--- config.mk ---
export PLATFORM = sky130hd
export DESIGN_NAME = de_regfile_scoreboard
export DESIGN_NICKNAME = d
export VERILOG_FILES = /design/src/rtl/de_regfile_scoreboard_pkg.sv /design/src/rtl/de_regfile_scoreboard_sb_counter.sv /design/src/rtl/de_regfile_scoreboard.sv
export SDC_FILE = /design/constraint.sdc
export NUM_CORES = 2
export LEC_CHECK = 0
export ABC_AREA = 1
export BUFFER_PORTS_ARGS = -buffer_cell sky130_fd_sc_hd__buf_2
export CAP_MARGIN = 20
export CELL_PAD_IN_SITES_DETAIL_PLACEMENT = 0
export CELL_PAD_IN_SITES_GLOBAL_PLACEMENT = 1
export CORE_ASPECT_RATIO = 1.2
export CORE_MARGIN = 8
export CORE_UTILIZATION = 25
export DETAILED_ROUTE_END_ITERATION = 7
export MAX_ROUTING_LAYER = met4
export PLACE_DENSITY = 0.57
export SYNTH_ARGS = -nofsm -noshare
export SYNTH_HDL_FRONTEND = slang
export SYNTH_HIERARCHICAL = 1
export SYNTH_SLANG_ARGS = --single-unit
--- constraint.sdc ---
create_clock -name clk -period 36.9 [get_ports clk]
set_input_delay 7.38 -clock clk [delete_from_list [all_inputs] [get_ports clk]]
set_output_delay 7.38 -clock clk [all_outputs]
set_load 0.02 [all_outputs]
--- src/rtl/de_regfile_scoreboard_pkg.sv ---
// Shared constants for the DE register file and its pending-write scoreboard,
// including the WB->DE bus field layout so both ends pack/unpack identically.
package de_regfile_scoreboard_pkg;

    localparam int DBITS       = 32;
    localparam int REGWORDS    = 32;
    localparam int REGNOBITS   = 5;
    localparam int SB_CNTBITS  = 2;

    localparam int WB_BUS_BITS  = 1 + REGNOBITS + DBITS;
    localparam int WB_WR_BIT    = WB_BUS_BITS - 1;
    localparam int WB_REGNO_MSB = WB_BUS_BITS - 2;
    localparam int WB_REGNO_LSB = DBITS;
    localparam int WB_VAL_MSB   = DBITS - 1;
    localparam int WB_VAL_LSB   = 0;

    localparam logic [SB_CNTBITS-1:0] SB_CNT_MAX = {SB_CNTBITS{1'b1}};

    // A pending writer blocks a read unless it is the last one and retires now.
    function automatic logic src_hazard(
        input logic                  used,
        input logic [REGNOBITS-1:0]  regno,
        input logic [SB_CNTBITS-1:0] cnt,
        input logic                  wb_wr,
        input logic [REGNOBITS-1:0]  wb_regno
    );
        logic haz;
        haz = 1'b0;
        if (used && (regno != {REGNOBITS{1'b0}}) && (cnt != {SB_CNTBITS{1'b0}})) begin
            haz = !((cnt == SB_CNTBITS'(1)) && wb_wr && (wb_regno == regno));
        end else begin
            haz = 1'b0;
        end
        return haz;
    endfunction

endpackage

--- src/rtl/de_regfile_scoreboard_sb_counter.sv ---
// One pending-write counter: one increment, two decrements, clamps at 0 on
// underflow (reported combinationally) and saturates at its maximum.
module sb_counter
    import de_regfile_scoreboard_pkg::*;
#(
    parameter int CNTBITS = SB_CNTBITS
) (
    input  logic               clk,
    input  logic               reset,
    input  logic               inc_i,
    input  logic               dec_a_i,
    input  logic               dec_b_i,
    output logic [CNTBITS-1:0] cnt_o,
    output logic               underflow_o
);

    logic [CNTBITS-1:0] cnt_q;
    logic [CNTBITS-1:0] cnt_d;
    logic [CNTBITS:0]   up_s;
    logic [CNTBITS:0]   dn_s;
    logic [CNTBITS:0]   diff_s;

    // Net update in CNTBITS+1 bits so underflow is detectable before truncation.
    always_comb begin
        up_s        = {1'b0, cnt_q} + {{CNTBITS{1'b0}}, inc_i};
        dn_s        = {{CNTBITS{1'b0}}, dec_a_i} + {{CNTBITS{1'b0}}, dec_b_i};
        diff_s      = up_s - dn_s;
        underflow_o = 1'b0;
        cnt_d       = cnt_q;
        if (dn_s > up_s) begin
            underflow_o = 1'b1;
            cnt_d       = {CNTBITS{1'b0}};
        end else if (diff_s > {1'b0, {CNTBITS{1'b1}}}) begin
            cnt_d = {CNTBITS{1'b1}};
        end else begin
            cnt_d = diff_s[CNTBITS-1:0];
        end
    end

    // Counter state register.
    always_ff @(posedge clk or posedge reset) begin
        if (reset) begin
            cnt_q <= {CNTBITS{1'b0}};
        end else begin
            cnt_q <= cnt_d;
        end
    end

    assign cnt_o = cnt_q;

endmodule

--- src/rtl/de_regfile_scoreboard.sv ---
// DE-stage register file with WB bypass and a per-register pending-write
// scoreboard that stalls DE on RAW hazards and on too many in-flight writers.
module de_regfile_scoreboard
    import de_regfile_scoreboard_pkg::*;
(
    input  logic                   clk,
    input  logic                   reset,
    input  logic [WB_BUS_BITS-1:0] from_WB_to_DE,
    input  logic [REGNOBITS-1:0]   rs1_regno,
    input  logic [REGNOBITS-1:0]   rs2_regno,
    input  logic                   rs1_used,
    input  logic                   rs2_used,
    output logic [DBITS-1:0]       rs1_val,
    output logic [DBITS-1:0]       rs2_val,
    input  logic                   issue_valid,
    input  logic                   issue_wr_reg,
    input  logic [REGNOBITS-1:0]   issue_wregno,
    input  logic                   squash_valid,
    input  logic [REGNOBITS-1:0]   squash_wregno,
    output logic                   stall_DE,
    output logic                   sb_error
);

    logic                  wb_wr_s;
    logic [REGNOBITS-1:0]  wb_regno_s;
    logic [DBITS-1:0]      wb_val_s;
    logic [DBITS-1:0]      regs_q [REGWORDS];
    logic [SB_CNTBITS-1:0] cnt_s [REGWORDS];
    logic [REGWORDS-1:0]   underflow_s;
    logic                  haz1_s;
    logic                  haz2_s;
    logic                  dec_here_s;
    logic                  waw_s;
    logic                  issue_fire_s;
    logic                  sb_error_q;
    logic                  sb_error_d;

    assign wb_regno_s = from_WB_to_DE[WB_REGNO_MSB:WB_REGNO_LSB];
    assign wb_val_s   = from_WB_to_DE[WB_VAL_MSB:WB_VAL_LSB];
    assign wb_wr_s    = from_WB_to_DE[WB_WR_BIT] && (wb_regno_s != {REGNOBITS{1'b0}});

    // Architectural registers; entry 0 is never written and stays zero.
    always_ff @(posedge clk or posedge reset) begin
        if (reset) begin
            for (int i = 0; i < REGWORDS; i++) begin
                regs_q[i] <= {DBITS{1'b0}};
            end
        end else if (wb_wr_s) begin
            regs_q[wb_regno_s] <= wb_val_s;
        end
    end

    // Read ports with same-cycle WB bypass.
    always_comb begin
        rs1_val = {DBITS{1'b0}};
        rs2_val = {DBITS{1'b0}};
        if (rs1_regno == {REGNOBITS{1'b0}}) begin
            rs1_val = {DBITS{1'b0}};
        end else if (wb_wr_s && (wb_regno_s == rs1_regno)) begin
            rs1_val = wb_val_s;
        end else begin
            rs1_val = regs_q[rs1_regno];
        end
        if (rs2_regno == {REGNOBITS{1'b0}}) begin
            rs2_val = {DBITS{1'b0}};
        end else if (wb_wr_s && (wb_regno_s == rs2_regno)) begin
            rs2_val = wb_val_s;
        end else begin
            rs2_val = regs_q[rs2_regno];
        end
    end

    // Hazard detection and stall; a same-cycle release of the destination lifts the WAW limit.
    always_comb begin
        haz1_s     = src_hazard(rs1_used, rs1_regno, cnt_s[rs1_regno], wb_wr_s, wb_regno_s);
        haz2_s     = src_hazard(rs2_used, rs2_regno, cnt_s[rs2_regno], wb_wr_s, wb_regno_s);
        dec_here_s = (wb_wr_s && (wb_regno_s == issue_wregno)) ||
                     (squash_valid && (squash_wregno == issue_wregno));
        waw_s      = issue_wr_reg && (issue_wregno != {REGNOBITS{1'b0}}) &&
                     (cnt_s[issue_wregno] == SB_CNT_MAX) && !dec_here_s;
        stall_DE   = issue_valid && (haz1_s || haz2_s || waw_s);
        issue_fire_s = issue_valid && !stall_DE && issue_wr_reg &&
                       (issue_wregno != {REGNOBITS{1'b0}});
    end

    assign cnt_s[0]       = {SB_CNTBITS{1'b0}};
    assign underflow_s[0] = 1'b0;

    generate
        for (genvar r = 1; r < REGWORDS; r++) begin : g_cnt
            logic inc_s;
            logic dec_wb_s;
            logic dec_sq_s;
            assign inc_s    = issue_fire_s && (issue_wregno == REGNOBITS'(r));
            assign dec_wb_s = wb_wr_s && (wb_regno_s == REGNOBITS'(r));
            assign dec_sq_s = squash_valid && (squash_wregno == REGNOBITS'(r));
            sb_counter #(.CNTBITS(SB_CNTBITS)) u_cnt (
                .clk         (clk),
                .reset       (reset),
                .inc_i       (inc_s),
                .dec_a_i     (dec_wb_s),
                .dec_b_i     (dec_sq_s),
                .cnt_o       (cnt_s[r]),
                .underflow_o (underflow_s[r])
            );
        end
    endgenerate

    assign sb_error_d = sb_error_q || (|underflow_s);

    // Sticky scoreboard error flag.
    always_ff @(posedge clk or posedge reset) begin
        if (reset) begin
            sb_error_q <= 1'b0;
        end else begin
            sb_error_q <= sb_error_d;
        end
    end

    assign sb_error = sb_error_q;

endmodule

## Word level (Yosys, flattened, before mapping)

Cells that the tools add are included.

- Input port bits: 65
- Logic and storage cells: 576
- Output and inout bits: 66
- Flip-flop bits (word level): 1087

- Add/sub/neg operators: 93
- Eq/ne operators: 100
- Magnitude comparators: 67
- Multiplexer cells: 117
- Reductions and logical operators: 131
- Bitwise logic cells: 4

Operators by type and width:

| operator | count |
|---|---|
| 1024-bit bitwise mux | 1 |
| 32-bit binary-select mux with 5-bit select | 2 |
| 32-bit two-way mux | 9 |
| 5-bit equality test, second input constant | 48 |
| 32-bit demux with 5-bit select | 1 |
| 2-bit two-way mux | 68 |
| 5-bit by 4-bit equality test with 1-bit output, second input constant | 24 |
| 1-bit logical AND | 114 |
| 2-bit by 1-bit adder with 3-bit output | 31 |
| 3-bit by 2-bit > comparator with 1-bit output, second input constant | 31 |
| 3-bit > comparator | 31 |
| 3-bit subtractor | 31 |
| 1-bit by 1-bit adder with 2-bit output | 31 |
| 5-bit by 3-bit equality test with 1-bit output, second input constant | 12 |
| 1-bit two-way mux | 33 |
| 31-bit OR reduction | 1 |
| 2-bit binary-select mux with 5-bit select | 3 |
| 5-bit by 2-bit equality test with 1-bit output, second input constant | 6 |
| 6-bit greater-or-equal comparator, second input constant | 4 |
| 5-bit NOT with 6-bit output | 4 |
| 5-bit equality test | 4 |
| 5-bit nonzero test | 4 |
| 5-bit by 1-bit equality test with 1-bit output, second input constant | 3 |
| 5-bit logical NOT | 2 |
| other kinds (6) | 14 |

## Depth between registers and ports, before layout

- Depth after elaboration: 22
- Mapped depth: 27
- Mapped depth without buffers: 25

## Hierarchy

Netlist, hierarchy kept.

Modules (own cells, without submodules):

| module | times used | seq. area each (sq um) | area each (sq um) | cells an instance |
|---|---|---|---|---|
| de_regfile_scoreboard | 1 | 25649.6 | 57918.0 | 7920 |
| sb_counter | 31 | 50.0 | 246.5 | 32 |

## Least setup slack after synthesis

Ideal clock, no wire load.

- Kind: input to output
- Start: in rs1_regno[3]
- End: out rs1_val[10]
- Required time: 29520 ps
- Cell stages on the path: 10
- Buffers on the path: 3
- Path slack: 20621 ps
- Data arrival time: 8899 ps
- Cell sequence: buf_2 -> nor2_1 -> clkbuf_1 -> clkbuf_1 -> o21ai_0 -> nand2_1 -> a21oi_1 -> nand2_1 -> nand3_1 -> a21oi_1

- Longest elaborated chain between the ends: 6
- Elaborated cells between the ends (all ways): 9
- Those cells by class: eq/ne (1); mux (5); bitwise (1); reduce/logical (2)

RTL lines:

| element | line | RTL |
|---|---|---|
| start: declaration | de_regfile_scoreboard.sv:9 | `input logic [REGNOBITS-1:0] rs1_regno,` |
| 5-bit NOT with 6-bit output (implied by the code) | de_regfile_scoreboard.sv:62 | `rs1_val = regs_q[rs1_regno];` |
| 32-bit binary-select mux with 5-bit select | de_regfile_scoreboard.sv:62 |  |
| 32-bit two-way mux (implied by the code) (2 in a row) | de_regfile_scoreboard.sv:62 |  |
| 32-bit two-way mux | de_regfile_scoreboard.sv:59 | `end else if (wb_wr_s && (wb_regno_s == rs1_regno)) begin` |
| 32-bit two-way mux (*) | de_regfile_scoreboard.sv:57 | `if (rs1_regno == {REGNOBITS{1'b0}}) begin` |
| end: declaration | de_regfile_scoreboard.sv:13 | `output logic [DBITS-1:0] rs1_val,` |

Mark *: on every way between the ends. The rest lies on a longest branch, timed or not. The select of a mux whose other input is x is not followed.

## Final worst setup path

- Start: in rs2_regno[0]
- End: out rs2_val[29]

- Longest elaborated chain between the ends: 6
- Elaborated cells between the ends (all ways): 9
- Those cells by class: eq/ne (1); mux (5); bitwise (1); reduce/logical (2)

RTL lines:

| element | line | RTL |
|---|---|---|
| start: declaration | de_regfile_scoreboard.sv:10 | `input logic [REGNOBITS-1:0] rs2_regno,` |
| 5-bit NOT with 6-bit output (implied by the code) | de_regfile_scoreboard.sv:69 | `rs2_val = regs_q[rs2_regno];` |
| 32-bit binary-select mux with 5-bit select | de_regfile_scoreboard.sv:69 |  |
| 32-bit two-way mux (implied by the code) (2 in a row) | de_regfile_scoreboard.sv:69 |  |
| 32-bit two-way mux | de_regfile_scoreboard.sv:66 | `end else if (wb_wr_s && (wb_regno_s == rs2_regno)) begin` |
| 32-bit two-way mux (*) | de_regfile_scoreboard.sv:64 | `if (rs2_regno == {REGNOBITS{1'b0}}) begin` |
| end: declaration | de_regfile_scoreboard.sv:14 | `output logic [DBITS-1:0] rs2_val,` |

Marked as above.

==> results summary <==
By area the synthesized netlist is led by sky130_fd_sc_hd__dfrtp_1 (41%), sky130_fd_sc_hd__o21ai_0 (12%), sky130_fd_sc_hd__nand2_1 (10%). The simple-gate portion of the synthesized area is 0.182. The violation count after the first detailed-route iteration came out at 7659. The worst hold path passes through 0 cells. The area taken by flip-flops and latches came out at 27200 um^2. The die height is 577 um. The maximum number of buffers from clock root to sink is 3. The predominant post-synthesis flop cell is sky130_fd_sc_hd__dfrtp_1.

The cell count after placement is 11900. Clock latency on the worst-skew pair, taken at its later pin, is 820 ps. The complex-gate fraction of the synthesized area came out at 0.244. The non-filler instance count after layout is 12100. The remaining global-route overflow came out at 0. The number of buffers inserted by hold repair at cts is 0. The buffering stage count on the worst path with inverters included came out at 7. Entering global routing, the biggest net connects 144 pins. The post-synthesis area per instance is 7.36 um^2. At the pin with the least slew margin, the transition time is 1280 ps.

Of the post-synthesis cell area, the dominant cell type holds 0.415. sky130_fd_sc_hd__dfrtp_1 takes more of the synthesized area than any other cell. The final-report max-slew violation count is 0. The via count of the first global-routing pass is 62800.

The synthesized netlist net count came out at 9225. The area growth from synthesis to layout is 12.2%. The count of H-tree levels built during CTS is 4. The worst setup path is of the in2out kind. The post-DP HPWL came out at 188000 um.

The highest clock rate is 50.4 MHz. The arithmetic-cell share of the synthesized area counting full adders, half adders and majority gates is 0.0509. Among the stages of the critical path, the cell type that occurs most often is sky130_fd_sc_hd__buf_4.

The count of buffers added by post-CTS timing repair for setup is 0. The detailed-routing iteration count for the pre-antenna-repair pass came out at 8. The maximum clock skew at final layout is 28.3 ps. The top-level I/O count came out at 131. The area occupied by multi-input gates came out at 31600 um^2. In this run, synthesis inferred 0 flip-flops with an integrated enable. The register clock-pin slew on the reported worst setup and hold paths came out at 50 ps. The post-synthesis sequential element count came out at 1087. The initial utilization of the core area, before any placement, comes to 0.251. For the final routed database, the setup TNS stands at 0 ps. Summing internal, switching and leakage power gives 3.97 mW. Measured in cells, the most critical reg-to-reg path has a length of 22.

Among all stages on the critical path, the largest delay is contributed by sky130_fd_sc_hd__buf_4. The leakage power came out at 32.9 nW. The reported max-cap violation count is 0. The final weighted congestion in routability-driven placement is 0.856. After routing the design area is 73600 um^2. The number of CTS-inserted buffers came out at 142.

For this run, the post-layout net count is 8886. The post-route minimum period is 19840 ps. The sort of element at the start of the critical path is a primary input.

The relative slew slack came out at 0.144. The cell sitting at the root of the clock tree is a sky130_fd_sc_hd__clkbuf_16. The worst setup timing slack at the placement stage is 17160 ps.

The cell family contributing the most delay on the critical path is buffers and inverters. The count of different cell masters after synthesis is 40. The via density per instance is 5.37.

The placement-stage cell area is 68800 um^2. The flow ran to the end, and the final reports show no timing, DRC or antenna violations. Across all setup checks in the final design, the least slack found is 17060 ps. The site row count came out at 206. Counting flops with an async set or reset pin after synthesis yields a share of 1.00.

The worst hold path class is reg2reg. The total area inside the core boundary comes to 262000 um^2. The number of warnings reported in the yosys synthesis log is 6.

The routed wire length is 331000 um. During placement, the flow inserted port buffers numbering 130. The horizontal die dimension is 483 um. The worst setup path is captured at an output port. The post-synthesis mux area share is 0. The count of cells resized by post-cts repair came out at 0.

Data arrives at the worst endpoint at 12460 ps. In the final layout, the share of cells above drive strength 1 is 0.0727. The portion of the clock cycle consumed by the worst path in the final layout came out at 0.538.

Dividing the detail-routed wire length by the instance count gives 27.3 um. The fill cell total of the finished layout is 28300. The critical path runs through a total of 14 cells.

The remaining antenna violation count came out at 0. Setup violations remaining at the end of the flow were counted as 0. The largest incremental delay on the critical path is 900 ps.

The number of sinks driven by the clock tree is 1087. Power spread over the standard cell area amounts to 54.0 nW/um^2. The area enclosed by the die boundary came out at 279000 um^2. For this run, the register share of the synthesized area comes to 0.415. The critical-path maximum fanout is 78.

The final-report hold violation count is 0. The utilization after layout is 0.281. The post-route worst hold slack came out at 403 ps. By area, the combinational part of the netlist is dominated by compound AO/OA/AOI/OAI gates. Traced cell by cell, the critical path runs through buf_8 -> buf_4 -> buf_4 -> buf_4 -> buf_4 -> o21ai_0 -> o22ai_1 -> nand2_1 -> nand3_1 -> o2111ai_1 -> nand3_1 -> nand2_1 -> inv_1 -> buf_2. Setup repair after global routing left no endpoint under its margin.

The via total after detailed routing is 65200. The TritonCTS clock tree is yes. The gate count after technology mapping is 8912. Data on the critical path is required at its endpoint by 29520 ps. The highest ir drop seen on vdd is 0.0402 mV. The xor and xnor fraction of the mapped netlist area is 0.00174. The global router's overall resource usage came out at 0.233.

The post-detailed-route DRC marker count is 0. The post-synthesis instance area is 65600 um^2. The initial antenna violation count is 23. The wire length of the first global-routing pass came out at 469000 um.
-- flip-flops by register name, summed over array words and instances (netlist names) --
register	flops
g_cnt.u_cnt/cnt_o	62
sb_error	1
regs_q	1024
-- logic make-up (layout without fill, tap and decap cells) --
logic type | count (synthesis) | in the layout
simple gates | 2971 | 2971
compound gates | 2847 | 2847
buf+inv | 1746 | 1513
flops | 1087 | 1087
fa+ha+maj | 248 | 248
xor+xnor | 13 | 13
other cells | 0 | 18
-- cells in the mapped netlist (8+ instances only) --
library cell                instances
sky130_fd_sc_hd__inv_1            945
sky130_fd_sc_hd__a221oi_1          46
sky130_fd_sc_hd__clkinv_1          12
sky130_fd_sc_hd__o21ai_0         1550
sky130_fd_sc_hd__nor4_1            10
sky130_fd_sc_hd__nand2_1         1767
sky130_fd_sc_hd__fa_1              31
sky130_fd_sc_hd__xor2_1             8
sky130_fd_sc_hd__inv_2             17
sky130_fd_sc_hd__nand3_1          366
sky130_fd_sc_hd__nor2_2            17
sky130_fd_sc_hd__buf_4             28
sky130_fd_sc_hd__nand2_2           35
sky130_fd_sc_hd__o221ai_1         151
sky130_fd_sc_hd__buf_2            206
sky130_fd_sc_hd__clkbuf_1         472
sky130_fd_sc_hd__a21oi_1          625
sky130_fd_sc_hd__o211ai_1         158
sky130_fd_sc_hd__o22ai_1          142
sky130_fd_sc_hd__o2111ai_1         82
sky130_fd_sc_hd__a22oi_1           55
sky130_fd_sc_hd__nor2_1           735
sky130_fd_sc_hd__o21ai_1           33
sky130_fd_sc_hd__ha_1             217
sky130_fd_sc_hd__dfrtp_1         1087
sky130_fd_sc_hd__buf_6              9
sky130_fd_sc_hd__or2_2             15
sky130_fd_sc_hd__buf_1             56
-- report_power, final --
part	switching [mW]	internal [mW]	leakage [nW]
sequential	0.181	1.45	13.3
combinational	0.607	0.299	17.3
clock	0.591	0.848	2.31
-- placed cells by master, fill, tap and decap left out, types with 21 or more instances in the layout --
cell type,netlist,layout
sky130_fd_sc_hd__fa_1,31,31
sky130_fd_sc_hd__clkbuf_8,0,37
sky130_fd_sc_hd__nor2_1,735,718
sky130_fd_sc_hd__clkbuf_16,0,144
sky130_fd_sc_hd__buf_2,206,120
sky130_fd_sc_hd__o2111ai_1,82,82
sky130_fd_sc_hd__inv_1,945,934
sky130_fd_sc_hd__o21ai_0,1550,1550
sky130_fd_sc_hd__nor2_4,2,21
sky130_fd_sc_hd__ha_1,217,217
sky130_fd_sc_hd__o22ai_1,142,142
sky130_fd_sc_hd__o221ai_1,151,151
sky130_fd_sc_hd__nand2_2,35,34
sky130_fd_sc_hd__a221oi_1,46,46
sky130_fd_sc_hd__buf_4,28,154
sky130_fd_sc_hd__o21ai_1,33,33
sky130_fd_sc_hd__nand2_1,1767,1765
sky130_fd_sc_hd__o211ai_1,158,158
sky130_fd_sc_hd__a22oi_1,55,55
sky130_fd_sc_hd__a21oi_1,625,625
sky130_fd_sc_hd__dfrtp_1,1087,1087
sky130_fd_sc_hd__nand3_1,366,364
sky130_fd_sc_hd__clkbuf_1,472,38
-- worst register-to-register path, stage by stage, from the launching register on --
cell and delay (ps):
sky130_fd_sc_hd__dfrtp_1 450, sky130_fd_sc_hd__inv_1 100, sky130_fd_sc_hd__o21ai_0 160, sky130_fd_sc_hd__nand2_1 70
sky130_fd_sc_hd__nand2_1 60, sky130_fd_sc_hd__nand2_1 50, sky130_fd_sc_hd__nand2_1 70, sky130_fd_sc_hd__o21ai_0 150
sky130_fd_sc_hd__nand2_1 190, sky130_fd_sc_hd__nand3_1 260, sky130_fd_sc_hd__nand4_4 180, sky130_fd_sc_hd__buf_4 450
sky130_fd_sc_hd__nor2_1 170, sky130_fd_sc_hd__ha_1 230, sky130_fd_sc_hd__ha_1 290, sky130_fd_sc_hd__ha_1 300
sky130_fd_sc_hd__nand2_1 70, sky130_fd_sc_hd__nand2_1 50, sky130_fd_sc_hd__nand2_1 140, sky130_fd_sc_hd__inv_1 60
sky130_fd_sc_hd__nor4_1 560, sky130_fd_sc_hd__nand4_1 310, sky130_fd_sc_hd__or3_1 410
-- area by class of cell --
cell class / count / share of cell area
Antenna cell: 18 / 0.000612
Clock buffer: 218 / 0.0577
Clock inverter: 32 / 0.00626
Inverter: 975 / 0.0506
Multi-Input combinational cell: 6079 / 0.429
Sequential cell: 1087 / 0.370
Tap cell: 3432 / 0.0584
Timing Repair Buffer: 288 / 0.0274
-- final timing paths --
path                            slack, ps                  endpoint                     start
worst max register to register      32000                  sb_error  g_cnt[28].u_cnt/cnt_o[0]
worst max-delay path                17060               rs2_val[29]              rs2_regno[0]
worst min-delay path                  400               regs_q[993]               regs_q[993]
min in group asynchronous            6800  g_cnt[11].u_cnt/cnt_o[1]                     reset
worst min register to register        400               regs_q[993]               regs_q[993]
max in group asynchronous           26530               regs_q[980]                     reset
-- per-layer routing --
metal / share of wire / vias to the layer above / track usage
met1: 0.43 / 32500 / 0.305
met5: 0 / - / -
met3: 0.073 / 615 / 0.0373
met2: 0.45 / 3097 / 0.364
met4: 0.041 / 0 / 0.0864
li1: - / 28900 / -
Power figures use the tool's default switching activity.
